### src/rtl/biriscv_branch_sched.sv
// biriscv_branch_sched
//
// Branch scheduler between the two execute lanes and the fetch / branch
// predictor front end of the dual-issue core.
//   * Arbitrates same-cycle early redirects from lane 0 (older) and lane 1
//     (younger) into one registered fetch redirect. The redirect is held
//     until fetch accepts it. A newer redirect overwrites a pending one.
//   * Serialises resolved-branch updates from both lanes through a small
//     FIFO into the single-ported predictor update interface.
//   * Back-pressures issue when the FIFO cannot absorb a dual update.
//
// Ports
//   clk_i, rst_i                  clock, asynchronous active-high reset
//   laneN_d_request_i/pc_i/priv_i early redirect request from lane N
//   fetch_accept_i                fetch consumes the presented redirect
//   fetch_branch_o/pc_o/priv_o    pending redirect to fetch
//   squash_lane1_o                kill this cycle's lane-1 instruction
//   laneN_upd_*_i                 resolved-branch update from lane N
//   bp_valid_o, bp_ready_i        predictor update handshake (FIFO head)
//   bp_taken_o/source_o/pc_o/type_o  head entry fields
//   stall_o                       fewer than two free FIFO entries
//   overflow_o                    sticky: an update was dropped on a full FIFO
module biriscv_branch_sched #(
  parameter int unsigned UPDATE_DEPTH = 4
) (
  input  logic        clk_i,
  input  logic        rst_i,

  input  logic        lane0_d_request_i,
  input  logic [31:0] lane0_d_pc_i,
  input  logic [1:0]  lane0_d_priv_i,
  input  logic        lane1_d_request_i,
  input  logic [31:0] lane1_d_pc_i,
  input  logic [1:0]  lane1_d_priv_i,

  input  logic        fetch_accept_i,
  output logic        fetch_branch_o,
  output logic [31:0] fetch_branch_pc_o,
  output logic [1:0]  fetch_branch_priv_o,
  output logic        squash_lane1_o,

  input  logic        lane0_upd_valid_i,
  input  logic        lane0_upd_taken_i,
  input  logic [31:0] lane0_upd_source_i,
  input  logic [31:0] lane0_upd_pc_i,
  input  logic [2:0]  lane0_upd_type_i,
  input  logic        lane1_upd_valid_i,
  input  logic        lane1_upd_taken_i,
  input  logic [31:0] lane1_upd_source_i,
  input  logic [31:0] lane1_upd_pc_i,
  input  logic [2:0]  lane1_upd_type_i,

  output logic        bp_valid_o,
  input  logic        bp_ready_i,
  output logic        bp_taken_o,
  output logic [31:0] bp_source_o,
  output logic [31:0] bp_pc_o,
  output logic [2:0]  bp_type_o,

  output logic        stall_o,
  output logic        overflow_o
);

  localparam int unsigned PW = $clog2(UPDATE_DEPTH);
  localparam int unsigned CW = PW + 1;
  localparam logic [CW-1:0] DEPTH_C = CW'(UPDATE_DEPTH);

  // --------------------------------------------------------------------------
  // Redirect FSM
  // --------------------------------------------------------------------------
  typedef enum logic {
    ST_IDLE    = 1'b0,
    ST_PENDING = 1'b1
  } state_t;

  state_t      state_q, state_d;
  logic [31:0] cap_pc_q, cap_pc_d;
  logic [1:0]  cap_priv_q, cap_priv_d;

  logic        cand_valid;
  logic [31:0] cand_pc;
  logic [1:0]  cand_priv;

  // Lane 0 is older, so its redirect wins and lane 1 is squashed.
  always_comb begin
    cand_valid = lane0_d_request_i | lane1_d_request_i;
    cand_pc    = lane0_d_request_i ? lane0_d_pc_i   : lane1_d_pc_i;
    cand_priv  = lane0_d_request_i ? lane0_d_priv_i : lane1_d_priv_i;
  end

  always_ff @(posedge clk_i or posedge rst_i) begin
    if (rst_i) begin
      state_q    <= ST_IDLE;
      cap_pc_q   <= '0;
      cap_priv_q <= '0;
    end else begin
      state_q    <= state_d;
      cap_pc_q   <= cap_pc_d;
      cap_priv_q <= cap_priv_d;
    end
  end

  always_comb begin
    state_d    = state_q;
    cap_pc_d   = cap_pc_q;
    cap_priv_d = cap_priv_q;
    unique case (state_q)
      ST_IDLE: begin
        if (cand_valid) state_d = ST_PENDING;
      end
      ST_PENDING: begin
        // A new candidate supersedes the pending one even if fetch accepts
        // the old one in the same cycle.
        if (cand_valid)          state_d = ST_PENDING;
        else if (fetch_accept_i) state_d = ST_IDLE;
      end
      default: state_d = ST_IDLE;
    endcase
    if (cand_valid) begin
      cap_pc_d   = cand_pc;
      cap_priv_d = cand_priv;
    end
  end

  always_comb begin
    fetch_branch_o      = (state_q == ST_PENDING);
    fetch_branch_pc_o   = cap_pc_q;
    fetch_branch_priv_o = cap_priv_q;
    squash_lane1_o      = lane0_d_request_i;
  end

  // --------------------------------------------------------------------------
  // Update FIFO
  // --------------------------------------------------------------------------
  typedef struct packed {
    logic        taken;
    logic [31:0] source;
    logic [31:0] pc;
    logic [2:0]  br_type;
  } upd_t;

  upd_t          mem_q [UPDATE_DEPTH];
  upd_t          mem_d [UPDATE_DEPTH];
  logic [PW-1:0] rd_ptr_q, rd_ptr_d;
  logic [PW-1:0] wr_ptr_q, wr_ptr_d;
  logic [CW-1:0] count_q, count_d;
  logic          overflow_q, overflow_d;

  logic          pop;
  logic          push0_ok, push1_ok;
  logic [CW-1:0] free0, free1;
  logic [PW-1:0] wr1_ptr;
  upd_t          entry0, entry1;

  always_comb begin
    entry0 = '{taken: lane0_upd_taken_i, source: lane0_upd_source_i,
               pc: lane0_upd_pc_i, br_type: lane0_upd_type_i};
    entry1 = '{taken: lane1_upd_taken_i, source: lane1_upd_source_i,
               pc: lane1_upd_pc_i, br_type: lane1_upd_type_i};

    pop = (count_q != '0) & bp_ready_i;

    // The popped slot is available to this cycle's pushes; lane 1 only
    // sees what remains after lane 0 has been placed.
    free0    = DEPTH_C - count_q + CW'(pop);
    push0_ok = lane0_upd_valid_i & (free0 != '0);
    free1    = free0 - CW'(push0_ok);
    push1_ok = lane1_upd_valid_i & (free1 != '0);
    wr1_ptr  = wr_ptr_q + PW'(push0_ok);

    mem_d = mem_q;
    if (push0_ok) mem_d[wr_ptr_q] = entry0;
    if (push1_ok) mem_d[wr1_ptr]  = entry1;

    rd_ptr_d   = rd_ptr_q + PW'(pop);
    wr_ptr_d   = wr_ptr_q + PW'(push0_ok) + PW'(push1_ok);
    count_d    = count_q - CW'(pop) + CW'(push0_ok) + CW'(push1_ok);
    overflow_d = overflow_q
               | (lane0_upd_valid_i & ~push0_ok)
               | (lane1_upd_valid_i & ~push1_ok);
  end

  always_ff @(posedge clk_i or posedge rst_i) begin
    if (rst_i) begin
      for (int unsigned i = 0; i < UPDATE_DEPTH; i++) mem_q[i] <= '0;
      rd_ptr_q   <= '0;
      wr_ptr_q   <= '0;
      count_q    <= '0;
      overflow_q <= 1'b0;
    end else begin
      for (int unsigned i = 0; i < UPDATE_DEPTH; i++) mem_q[i] <= mem_d[i];
      rd_ptr_q   <= rd_ptr_d;
      wr_ptr_q   <= wr_ptr_d;
      count_q    <= count_d;
      overflow_q <= overflow_d;
    end
  end

  always_comb begin
    bp_valid_o  = (count_q != '0);
    bp_taken_o  = mem_q[rd_ptr_q].taken;
    bp_source_o = mem_q[rd_ptr_q].source;
    bp_pc_o     = mem_q[rd_ptr_q].pc;
    bp_type_o   = mem_q[rd_ptr_q].br_type;
    stall_o     = (DEPTH_C - count_q) < CW'(2);
    overflow_o  = overflow_q;
  end

endmodule
### config.mk
export PLATFORM = sky130hd
export DESIGN_NAME = biriscv_branch_sched
export DESIGN_NICKNAME = d
export VERILOG_FILES = /design/src/rtl/biriscv_branch_sched.sv
export SDC_FILE = /design/constraint.sdc
export NUM_CORES = 1
export LEC_CHECK = 0
export BUFFER_PORTS_ARGS = -buffer_cell sky130_fd_sc_hd__buf_4
export CAP_MARGIN = 30
export CORE_MARGIN = 8
export CORE_UTILIZATION = 55
export CTS_CLUSTER_SIZE = 20
export DETAILED_ROUTE_END_ITERATION = 10
export PLACE_DENSITY = 0.78
export SLEW_MARGIN = 5
export SYNTH_ARGS = -nofsm -noshare
export SYNTH_HDL_FRONTEND = slang
export SYNTH_SLANG_ARGS = --single-unit
### constraint.sdc
create_clock -name clk_i -period 30.2 [get_ports clk_i]
set_input_delay 3.02 -clock clk_i [delete_from_list [all_inputs] [get_ports clk_i]]
set_output_delay 3.02 -clock clk_i [all_outputs]
set_load 0.1 [all_outputs]
Word level (Yosys, flattened, before mapping)

Cells that the tools add are included.
W data, S select, Z words.

$add $sub $neg: 9
Mux-type cells: 17
Shift operators: 0
Eq/ne operators: 0
Magnitude comparators: 6
Multiply operators: 0
Reduce and logical (&&, ||, !) cells: 5
Bitwise gates (word level): 14
Divide/modulo/power cells: 0

Operators by type and width:

| cell                  | count |
|---|---|
| $bwmux W272           | 2 |
| $mux W272             | 2 |
| $demux W68 S2         | 2 |
| $mux W68              | 4 |
| $bmux W68 S2          | 1 |
| $mux W32              | 1 |
| $add A3 B1 Y3         | 3 |
| $ge A3 B3 Y1 const B  | 3 |
| $not A2 Y3            | 3 |
| $reduce_bool A3 Y1    | 3 |
| $add A2 B1 Y2         | 3 |
| $lt A3 B1 Y1 const B  | 2 |
| $sub A3 B1 Y3         | 2 |
| $and A1 B1 Y1         | 5 |
| $lt A3 B2 Y1 const B  | 1 |
| $mux W1               | 3 |
| $not A1 Y1            | 3 |
| $or A1 B1 Y1          | 3 |
| $sub A3 B3 Y3 const A | 1 |
| $logic_and A1 B1 Y1   | 2 |
| $mux W2               | 1 |
| $pmux W1 S2           | 1 |

Memory bits (read-only): 0
Memories kept: 0
Register bits after elaboration: 315
Latch bits: 0
Logic and storage cells: 74
Output and inout port bits: 107
Memory bits (writable): 0
Input port bits: 212

Logic depth before layout (Yosys ltp)

Gate-level depths: netlist of run 1.

Depth in word-level cells: 13
Depth in mapped cells: 19
Depth with buffers taken out: 16

Worst setup path before layout of run 1

OpenSTA, ideal clock, no wires.

Kind: in2out
Start point: input lane0_d_request_i
End point: output squash_lane1_o
Data required time: 27.180 ns
Arrival: 3.283 ns
Buffers on the path: 1
Setup slack: 23.897 ns
Cell stages on the path: 1
Cells stage by stage: buf_4

RTL lines:

| item            | RTL line | source |
|---|---|---|
| start, declared | 29       | `input logic lane0_d_request_i,` |
| end, declared   | 40       | `output logic squash_lane1_o,` |

No word-level cell between the ends.

Worst setup path after layout of run 1

Start point: input lane0_d_request_i
End point: output squash_lane1_o

No word-level cell between the ends.

==> impl_metrics.csv, run 1 <==
group,metric,value,unit
job,maxCapViolations,0,
logic_synthesis,ys_top_cells_by_area,"dfrtp_1 46%, mux2_2 33%, mux4_2 9.0%, mux2_1 2.7%, mux2i_1 2.0%",
logic_synthesis,synth-edff-count,0,
grt,groute.usage.overall,0.232,
hold_path,min_to,"fetch_branch_o$_DFF_PP0_",
clocking,numCtsBuffers,36,
logic_synthesis,syn-instance-count,1168,
clocking,clock_sink_count,315,
sta,fmax,0.145,GHz
sta,setup_viol,0,
route,first_pass_iters,4,
layout,drive_above_1_share,0.658,
placed_design,place_ws,23.13,ns
critical_path,crit_required,27.18,ns
die,io_pins,319,
clocking,clkTransAtPathRegs,0.06,ns
hold_path,hp-start,"fetch_branch_o$_DFF_PP0_",
critical_path,cp_num_buf_inv,2,
critical_path,r2r_start,"count_q[0]$_DFF_PP0_",
layout,utilization,0.686,
route,via_count,10900,
die,die_h,192,um
clocking,cts.path.max_buffers,3,
critical_path,critPathTopFamily,"buffers and inverters",
placed_design,dpl.hpwl,27700,um
sta,slew-limit-headroom,0.394,
route,wire_per_inst,22.6,um
hold_path,min_path_type,"flip-flop to flip-flop",
route,via_per_inst,5.77,
layout,final-seq-area,0.00789,mm2
logic_synthesis,synth.cell_area,0.0170,mm2
sta,hold_viol,0,
critical_path,r2r_setup_slack,25.33,ns
placed_design,gp_congestion,0.767,
route,antenna_left,0,
critical_path,critPathLaunchType,"input port",
logic_synthesis,yosys.area.top_type,"dfrtp_1",
critical_path,worstRegToRegCells,16,
logic_synthesis,ys_seq_elements,315,
grt,grt_antenna_before_repair,1,
sta,worst_slack,23.30,ns
die,rows,64,
layout,area_growth_syn_to_layout,23.4,%
clocking,insertion_delay,0.51,ns
logic_synthesis,ys_types,29,
critical_path,path_max_fanout,70,
logic_synthesis,ys_seq_area_frac,0.465,
sta,fin_crit,6.90,ns
layout,nNetsFinal,1678,
clocking,cts_tree,"built",
critical_path,critical_path_class,"input port to primary output",
logic_synthesis,async_flop_share,1.00,
logic_synthesis,synth_top_cell_area_share,0.465,
critical_path,critPathArrivalTime,3.88,ns
route,drt_iter0_markers,477,
die,start_util,0.556,
sta,finalSetupTns,0,ns
route,drc,0,
critical_path,worstPathCellList,"buf_4 -> buf_4",
clocking,hold_buffers,0,
die,die_w,192,um
layout,multi_input_area,0.00867,mm2
layout,nFillCells,2138,
critical_path,r2r-end,"mem_q[110]$_DFF_PP0_",
grt,grt_pass1_wl,67300,um
outcome,status,"complete, no violations",
placed_design,place_area,0.0197,mm2
grt,grt_pass1_vias,12000,
placed_design,io_buffers,318,
clocking,cts_max_level,2,
grt,grt_start_max_net_pins,104,
sta,finClkSkew,0.0163,ns
layout,stdcell_area,0.0209,mm2
sta,rsz0062_at_grt,"false",
sta,worstMarginPinSlew,0.909,ns
logic_synthesis,synthFlopType,"dfrtp_1",
logic_synthesis,mappedNetlistNets,1387,
grt,grt_overflow,0,
clocking,ctsResizeCount,0,
critical_path,cp-end-kind,"primary output",
clocking,post_cts_buffers,0,
hold_path,worstHoldPathCells,2,
critical_path,worst_path_max_delay_cell,"buf_4",
logic_synthesis,avgSynthCellArea,14.5,um2
die,die_area,0.0367,mm2
route,drt-total-wl,42600,um
clocking,cts-root-buf,"clkbuf_16",
die,core_area,0.0305,mm2
critical_path,path_common_cell,"buf_4",
critical_path,max_stage_delay,0.46,ns
sta,fin_crit_sh,0.228,
logic_synthesis,ys_warn_count,0,
sta,slew_violations,0,
## area by class of cell
type | count | share of cell area
diodes | 2 | 0.000239
well taps | 396 | 0.0237
multi-input cells | 755 | 0.414
flip-flops and latches | 315 | 0.377
inverters | 12 | 0.00251
repair buffers | 339 | 0.127
clock inverters | 9 | 0.00263
clock buffers | 54 | 0.0521
## cell families (layout without fill, tap and decap cells)
logic type,count (synthesis),in the layout,synth area share
DFF,315,315,0.465
muxes,646,646,0.472
AOI/OAI and AO/OA,41,41,0.0134
other,0,2,0
xor gates and xnor gates,9,9,0.00509
buffers and inverters,98,414,0.0257
and+or+nand+nor,51,51,0.0127
adders and majority gates,8,8,0.00664
## synth_stat cells, types with 3 or more instances
cell type / count
buf_6: 4
xnor2_1: 6
buf_2: 18
mux4_2: 68
buf_1: 26
inv_1: 12
mux2_1: 40
mux2_2: 504
clkbuf_1: 34
nor2_1: 3
ha_1: 5
o21ai_0: 35
mux2i_1: 34
buf_4: 4
dfrtp_1: 315
nand2_1: 40
## flip-flops by register name, summed over array words and instances (netlist names)
register	flops
fetch_branch_o	1
wr_ptr_q	2
mem_q	272
fetch_branch_pc_o	32
overflow_o	1
rd_ptr_q	2
fetch_branch_priv_o	2
count_q	3
## per-layer routing
metal / share of wire / track usage
met1: 0.41 / 0.292
met2: 0.50 / 0.401
met3: 0.068 / 0.0539
met4: 0.022 / 0.0607
met5: 0 / 0
## metrics by stage
stage,std cells,hold WS (ns)
final,1882,0.549
after global routing,1882,0.568
after CTS,1878,0.554
after detailed placement,1815,0.535
after global placement,1810,0.519
after floorplan,1168,0.540
## worst max-delay path by stage
stage | startpoint | to | slack (ns) | cells past startpoint
after floorplan | rst_i | count_q[0]$_DFF_PP0_ | 18.47 | 1
after global placement | bp_ready_i | mem_q[255]$_DFF_PP0_ | 22.95 | 13
after detailed placement | bp_ready_i | mem_q[98]$_DFF_PP0_ | 23.13 | 14
after CTS | lane0_d_request_i | squash_lane1_o | 23.30 | 2
after global routing | lane0_d_request_i | squash_lane1_o | 23.23 | 2
final | lane0_d_request_i | squash_lane1_o | 23.30 | 2
## tightest hold or removal path, stage by stage (launching register included)
cell,delay (ns)
dfrtp_1,0.37
inv_1,0.06
o21ai_0,0.07
## cell usage in the layout (no fill, tap or decap), types with 2 or more instances in the layout
cell type and instances:
mux2_2 504, buf_4 332, dfrtp_1 313, mux4_2 68, mux2_1 40, nand2_1 40, clkbuf_16 37, o21ai_0 35
mux2i_1 34, inv_1 11, clkbuf_8 10, clkbuf_1 7, xnor2_1 6, clkinv_2 6, ha_1 5, buf_16 5
nor2_1 3, diode_2 2, nor2b_1 2, and2_1 2, a2111o_2 2, nand4b_1 2, a211o_4 2, xor2_1 2
fa_1 2, inv_6 2, dfrtp_4 2
Power of run 1 is left out: the tool's default activity adds up to more than one toggle a clock period on the data nets, which glitch-free logic cannot reach.
==> run 2: changes to the inputs <==
--- a/config.mk
+++ b/config.mk
@@ -8,10 +8,10 @@
 export BUFFER_PORTS_ARGS = -buffer_cell sky130_fd_sc_hd__buf_4
 export CAP_MARGIN = 30
 export CORE_MARGIN = 8
-export CORE_UTILIZATION = 55
+export CORE_UTILIZATION = 51
 export CTS_CLUSTER_SIZE = 20
 export DETAILED_ROUTE_END_ITERATION = 10
-export PLACE_DENSITY = 0.78
+export PLACE_DENSITY = 0.76
 export SLEW_MARGIN = 5
 export SYNTH_ARGS = -nofsm -noshare
 export SYNTH_HDL_FRONTEND = slang
==> constraint.sdc (replaced) <==
create_clock -name clk_i -period 6.1 [get_ports clk_i]
set_input_delay 0.61 -clock clk_i [delete_from_list [all_inputs] [get_ports clk_i]]
set_output_delay 0.61 -clock clk_i [all_outputs]
set_load 0.1 [all_outputs]
==> run 2 against run 1 <==
  * Worst setup slack lost 22 ns
  * Final cell count grew 2.6%
  * Non-clock buffer count is the same
  * Clock skew grew 0.0016 ns
==> impl_metrics.csv, run 2 (synthesized netlist as in run 1, its figures left out) <==
group,metric,value,unit
outcome,status,"complete, no violations",
critical_path,critPathLaunchType,"flip-flop",
clocking,ctsResizeCount,0,
sta,setup_viol,0,
die,die_h,198,um
sta,hold_slack,0.295,ns
layout,multi_input_area,0.00867,mm2
critical_path,r2r-end,"mem_q[90]$_DFF_PP0_",
clocking,cts_tree,"built",
route,top_layer_used,"met5",
critical_path,cp_num_buf_inv,3,
grt,grt_pass1_wl,67700,um
layout,drive_above_1_share,0.655,
die,rows,66,
route,antenna_left,0,
grt,grt_antenna_before_repair,3,
placed_design,io_buffers,318,
critical_path,worst_path_max_delay_cell,"nand3_4",
clocking,cts.path.max_buffers,3,
hold_path,hp-start,"fetch_accept_i",
route,first_pass_iters,4,
route,wirelength_met1,17900,um
critical_path,critPathTopFamily,"simple AND/OR/NAND/NOR gates",
sta,finClkSkew,0.0179,ns
sta,rsz0062_at_grt,"false",
sta,hold_viol,0,
critical_path,worstPathCellList,"inv_1 -> ha_1 -> ha_1 -> nor2b_1 -> and2_1 -> ha_1 -> nor2_1 -> nand2_1 -> nand2_1 -> inv_1 -> ha_1 -> xnor2_1 -> nor2_1 -> nand3_4 -> buf_4 -> mux2_2",
die,start_util,0.520,
layout,final-seq-area,0.00789,mm2
critical_path,r2r_start,"count_q[0]$_DFF_PP0_",
placed_design,gp_congestion,0.783,
route,via_count,10800,
layout,nNetsFinal,1679,
route,drt-total-wl,43000,um
sta,fmax,0.216,GHz
sta,slew_violations,0,
route,via_per_inst,5.59,
grt,grt_overflow,0,
critical_path,crit_required,6.48,ns
hold_path,worstHoldPathCells,2,
critical_path,path_common_cell,"ha_1",
clocking,hold_buffers,0,
critical_path,r2r_setup_slack,1.46,ns
layout,final_cell_mix,"504 x mux2_2, 332 x buf_4, 313 x dfrtp_1, 68 x mux4_2",
sta,finalSetupTns,0,ns
job,maxCapViolations,0,
grt,grt_start_max_net_pins,73,
route,dr_wl_met3,3190,um
layout,largest_reg_flops,272,
layout,area_growth_syn_to_layout,24.2,%
layout,top_register,"mem_q",
route,drt_iter0_markers,390,
die,io_pins,319,
die,die_w,198,um
die,die_area,0.0393,mm2
hold_path,min_path_type,"input port to flip-flop",
critical_path,critPathArrivalTime,5.02,ns
clocking,insertion_delay,0.51,ns
critical_path,critical_path_class,"flip-flop to flip-flop",
grt,grt_pass1_vias,11800,
grt,groute.usage.overall,0.219,
critical_path,worstRegToRegCells,16,
layout,utilization,0.646,
critical_path,path_max_fanout,37,
sta,fin_crit_sh,0.760,
critical_path,cp-end-kind,"flip-flop",
sta,worstMarginPinSlew,0.989,ns
clocking,clock_sink_count,315,
route,wire_per_inst,22.3,um
sta,fin_crit,4.64,ns
layout,nFillCells,2413,
die,core_area,0.0326,mm2
route,wl_met2,20900,um
critical_path,max_stage_delay,0.54,ns
sta,slew-limit-headroom,0.341,
hold_path,min_to,"fetch_branch_o$_DFF_PP0_",
placed_design,dpl.hpwl,27800,um
clocking,cts_max_level,2,
clocking,post_cts_buffers,0,
layout,final_common_cell,"mux2_2",
clocking,cts-root-buf,"clkbuf_16",
clocking,clkTransAtPathRegs,0.06,ns
clocking,numCtsBuffers,37,
route,drc,0,
[run 2: cell count changes in the layout (fill, tap and decap cells not counted)]
cell,delta
bufinv_16,+3
clkbuf_16,+2
clkbuf_1,+5
clkbuf_8,-2
clkinv_4,+1
inv_8,-1
buf_12,+2
buf_16,-2
clkinv_2,-4
diode_2,-1
inv_6,-1
[run 2: layout make-up]
class                      count  area share
clock buffer                  59      0.0537
antenna                        1    0.000119
sequential                   315       0.375
multi-input combinational    755       0.412
inverter                      12     0.00232
timing repair buffer         339       0.126
tap                          442      0.0263
clock inverter                 7     0.00558
[run 2: worst max path at each step]
stage                    startpoint                   end  slack (ns)  depth (start not counted)
2_1_floorplan                 rst_i  count_q[0]$_DFF_PP0_        1.29                          1
3_3_place_gp   count_q[0]$_DFF_PP0_  mem_q[167]$_DFF_PP0_        1.41                         15
3_5_place_dp   count_q[0]$_DFF_PP0_   mem_q[90]$_DFF_PP0_        1.49                         16
4_1_cts        count_q[0]$_DFF_PP0_   mem_q[90]$_DFF_PP0_        1.47                         16
5_1_grt        count_q[0]$_DFF_PP0_   mem_q[90]$_DFF_PP0_        1.14                         17
6_report       count_q[0]$_DFF_PP0_   mem_q[90]$_DFF_PP0_        1.46                         16
[run 2: layer usage]
metal	global-route usage	up-vias
li1	-	4934
met5	0	-
met3	0.0596	65
met1	0.274	5520
met4	0.0561	4
met2	0.371	275
[run 2: per-stage QoR]
step | area [um2] | setup WS, ns | cells
finish | 21100 | 1.46 | 1930
global route | 21100 | 1.14 | 1930
CTS | 21000 | 1.47 | 1927
detailed placement | 19800 | 1.49 | 1861
global placement | 19700 | 1.41 | 1859
floorplan | 17000 | 1.29 | 1168
[run 2: worst reg2reg max path, cell delays in order, from the launching register on]
cell	delay (ns)
dfrtp_1	0.40
inv_1	0.10
ha_1	0.20
ha_1	0.18
nor2b_1	0.44
and2_1	0.21
ha_1	0.23
nor2_1	0.38
nand2_1	0.09
nand2_1	0.13
inv_1	0.06
ha_1	0.18
xnor2_1	0.37
nor2_1	0.13
nand3_4	0.54
buf_4	0.47
mux2_2	0.40
Power of run 2 is left out for the same reason.
==> run 3: changes to the inputs <==
--- a/config.mk
+++ b/config.mk
@@ -5,13 +5,14 @@
 export SDC_FILE = /design/constraint.sdc
 export NUM_CORES = 1
 export LEC_CHECK = 0
+export ABC_AREA = 1
 export BUFFER_PORTS_ARGS = -buffer_cell sky130_fd_sc_hd__buf_4
 export CAP_MARGIN = 30
 export CORE_MARGIN = 8
-export CORE_UTILIZATION = 51
+export CORE_UTILIZATION = 52
 export CTS_CLUSTER_SIZE = 20
 export DETAILED_ROUTE_END_ITERATION = 10
-export PLACE_DENSITY = 0.76
+export PLACE_DENSITY = 0.77
 export SLEW_MARGIN = 5
 export SYNTH_ARGS = -nofsm -noshare
 export SYNTH_HDL_FRONTEND = slang
==> constraint.sdc (replaced) <==
create_clock -name clk_i -period 3.8 [get_ports clk_i]
set_input_delay 0.38 -clock clk_i [delete_from_list [all_inputs] [get_ports clk_i]]
set_output_delay 0.38 -clock clk_i [all_outputs]
set_load 0.1 [all_outputs]
==> run 3 against run 2 <==
  * Global-route usage rose by 8.6 points
  * Critical endpoint is now mem_q[1]$_DFF_PP0_
  * Routed wire length grew 58%
  * Critical path depth increased by 3
  * Worst setup slack worse by 1.1 ns
  * Synthesized area grew 12%
  * Worst hold slack lost 0.25 ns
  * Via count grew 88%
==> impl_metrics.csv, run 3 <==
group,metric,value,unit
logic_synthesis,syn-instance-count,2795,
layout,top_register,"mem_q",
critical_path,cp-end-kind,"flip-flop",
grt,grt_antenna_before_repair,1,
grt,grt_pass1_vias,20300,
logic_synthesis,ys_types,25,
clocking,cts_max_level,2,
logic_synthesis,synth_top_family_by_area,"simple AND/OR/NAND/NOR gates",
clocking,cts_tree,"built",
sta,slew_violations,0,
logic_synthesis,synthAdderAreaFrac,0.00541,
logic_synthesis,synth_top_cell_area_share,0.415,
logic_synthesis,avgSynthCellArea,6.79,um2
die,die_h,207,um
sta,fmax,0.290,GHz
outcome,status,"complete, no violations",
logic_synthesis,synthXorXnorAreaFrac,0.00316,
clocking,numCtsBuffers,38,
job,maxCapViolations,0,
route,wire_per_inst,19.6,um
critical_path,crit_required,4.27,ns
grt,grt_start_max_net_pins,165,
critical_path,critPathLaunchType,"flip-flop",
logic_synthesis,mappedNetlistNets,3014,
grt,grt_overflow,0,
clocking,cts-root-buf,"clkbuf_16",
sta,fin_crit,3.44,ns
logic_synthesis,synth.cell_area,0.0190,mm2
critical_path,critical_path_class,"flip-flop to flip-flop",
placed_design,io_buffers,318,
sta,slew-limit-headroom,0.297,
sta,finClkSkew,0.0104,ns
logic_synthesis,yosysMostFrequentCell,"nand2_1",
die,core_area,0.0363,mm2
route,via_count,20300,
sta,hold_viol,0,
critical_path,path_max_fanout,42,
placed_design,dpl.hpwl,39000,um
layout,final_cell_mix,"959 x nand2_1, 355 x inv_1, 352 x buf_4, 343 x nand3_1, 312 x dfrtp_1",
clocking,insertion_delay,0.53,ns
critical_path,critPathArrivalTime,3.91,ns
layout,drive_above_1_share,0.150,
clocking,clock_sink_count,315,
sta,rsz0062_at_grt,"false",
layout,nNetsFinal,3189,
grt,grt_pass1_wl,109000,um
route,via_per_inst,5.85,
sta,setup_viol,0,
logic_synthesis,synth_compound_area_frac,0.0728,
sta,worstMarginPinSlew,1.05,ns
route,drc,0,
die,start_util,0.523,
logic_synthesis,ys_warn_count,0,
route,antenna_left,0,
layout,nFillCells,3257,
logic_synthesis,synth_mux_area_frac,0,
logic_synthesis,yosys.area_share.simple,0.376,
layout,final_common_cell,"nand2_1",
logic_synthesis,synth_commonest_cells,"959 x nand2_1, 359 x inv_1, 343 x nand3_1",
die,rows,70,
clocking,ctsResizeCount,0,
layout,largest_reg_flops,272,
layout,area_growth_syn_to_layout,20.5,%
logic_synthesis,ys_seq_elements,315,
grt,groute.usage.overall,0.305,
logic_synthesis,ys_seq_area_frac,0.415,
route,drt_iter0_markers,2550,
logic_synthesis,ys_top_cells_by_area,"dfrtp_1 42%, nand2_1 19%, nand4_1 9.1%, nand3_1 9.0%, inv_1 7.1%",
sta,fin_crit_sh,0.906,
layout,utilization,0.631,
layout,multi_input_area,0.00872,mm2
die,die_w,207,um
die,io_pins,319,
placed_design,gp_congestion,0.843,
layout,final-seq-area,0.00789,mm2
die,die_area,0.0429,mm2
clocking,cts.path.max_buffers,3,
route,drt-total-wl,68000,um
route,first_pass_iters,8,
logic_synthesis,synth-edff-count,0,
clocking,clkTransAtPathRegs,0.06,ns
logic_synthesis,async_flop_share,1.00,
hold_path,min_path_type,"input port to flip-flop",
logic_synthesis,yosys.area.top_type,"dfrtp_1",
logic_synthesis,synthFlopType,"dfrtp_1",
==> run 3: cell count changes after synthesis, sizes merged, moves of 4 or more <==
cell,change
nand3,+342
mux4,-68
a21oi,+205
buf,+56
o21ai,+33
nand2,+921
xnor2,-4
mux2,-544
clkbuf,+92
nor2,+4
nand4,+279
inv,+354
mux2i,-34
==> run 3: worst max-delay path: stages, from the launching register on <==
cell and delay (ns):
dfrtp_1 0.37, inv_1 0.13, ha_1 0.16, ha_1 0.15, inv_2 0.05, nand3_1 0.12
inv_1 0.07, ha_1 0.28, inv_1 0.05, nand2_1 0.06, nor2_2 0.22, a21oi_4 0.11
ha_1 0.23, xnor2_2 0.22, inv_2 0.16, nand4_4 0.16, inv_2 0.10, buf_4 0.50
nand2_1 0.13, nand2_1 0.10
==> run 3: metal layers <==
metal | vias to the layer above | part of all wire | track usage
li1 | 9398 | - | -
met1 | 9339 | 0.38 | 0.386
met2 | 1317 | 0.46 | 0.490
met3 | 211 | 0.11 | 0.0710
met4 | 0 | 0.038 | 0.144
met5 | - | 0 | 0
==> run 3: area by class of cell <==
type,instances,share of cell area
antenna,1,0.000109
clock buffer,59,0.0509
clock inverter,9,0.00634
inverter,367,0.0609
multi-input combinational,1879,0.381
sequential,315,0.345
tap,468,0.0256
timing repair buffer,369,0.130
==> run 3: logic make-up (layout without fill, tap and decap cells) <==
kind of cell	count (synthesis)	count (layout)
AOI/OAI and AO/OA	275	275
xor gates and xnor gates	6	6
adders and majority gates	7	7
buffers and inverters	601	804
DFF	315	315
other	0	1
and+or+nand+nor	1591	1591
==> run 3: path summary, 6_finish.rpt <==
| check | from | endpoint | slack, ns | cells after the start |
|---|---|---|---|---|
| max | count_q[0]$_DFF_PP0_ | mem_q[1]$_DFF_PP0_ | 0.36 | 19 |
| min | fetch_accept_i | fetch_branch_o$_DFF_PP0_ | 0.05 | 2 |
| max reg2reg | count_q[0]$_DFF_PP0_ | mem_q[1]$_DFF_PP0_ | 0.36 | 19 |
| min reg2reg | count_q[1]$_DFF_PP0_ | count_q[2]$_DFF_PP0_ | 0.46 | 1 |
| max in group asynchronous | rst_i | rd_ptr_q[0]$_DFF_PP0_ | 2.09 | 4 |
| min in group asynchronous | rst_i | mem_q[201]$_DFF_PP0_ | 0.45 | 3 |
==> run 3: stage by stage <==
step	hold WS, ns	std cells	cell area, um2	setup TNS [ns]	worst slack, ns
finish	0.0487	3467	22900	0	0.356
global route	0.0535	3467	22900	0	0.122
CTS	0.0300	3465	22900	0	0.340
detailed placement	0.445	3396	21500	0	0.397
global placement	0.448	3394	21500	0	0.575
floorplan	0.442	2795	19000	-244.71	-0.777
==> run 3: repair_timing <==
action                    in CTS  in global routing
buffers inserted               0                  0
hold endpoints to repair      16                  0
hold buffers                   1                  0
Power of run 3 is left out for the same reason.
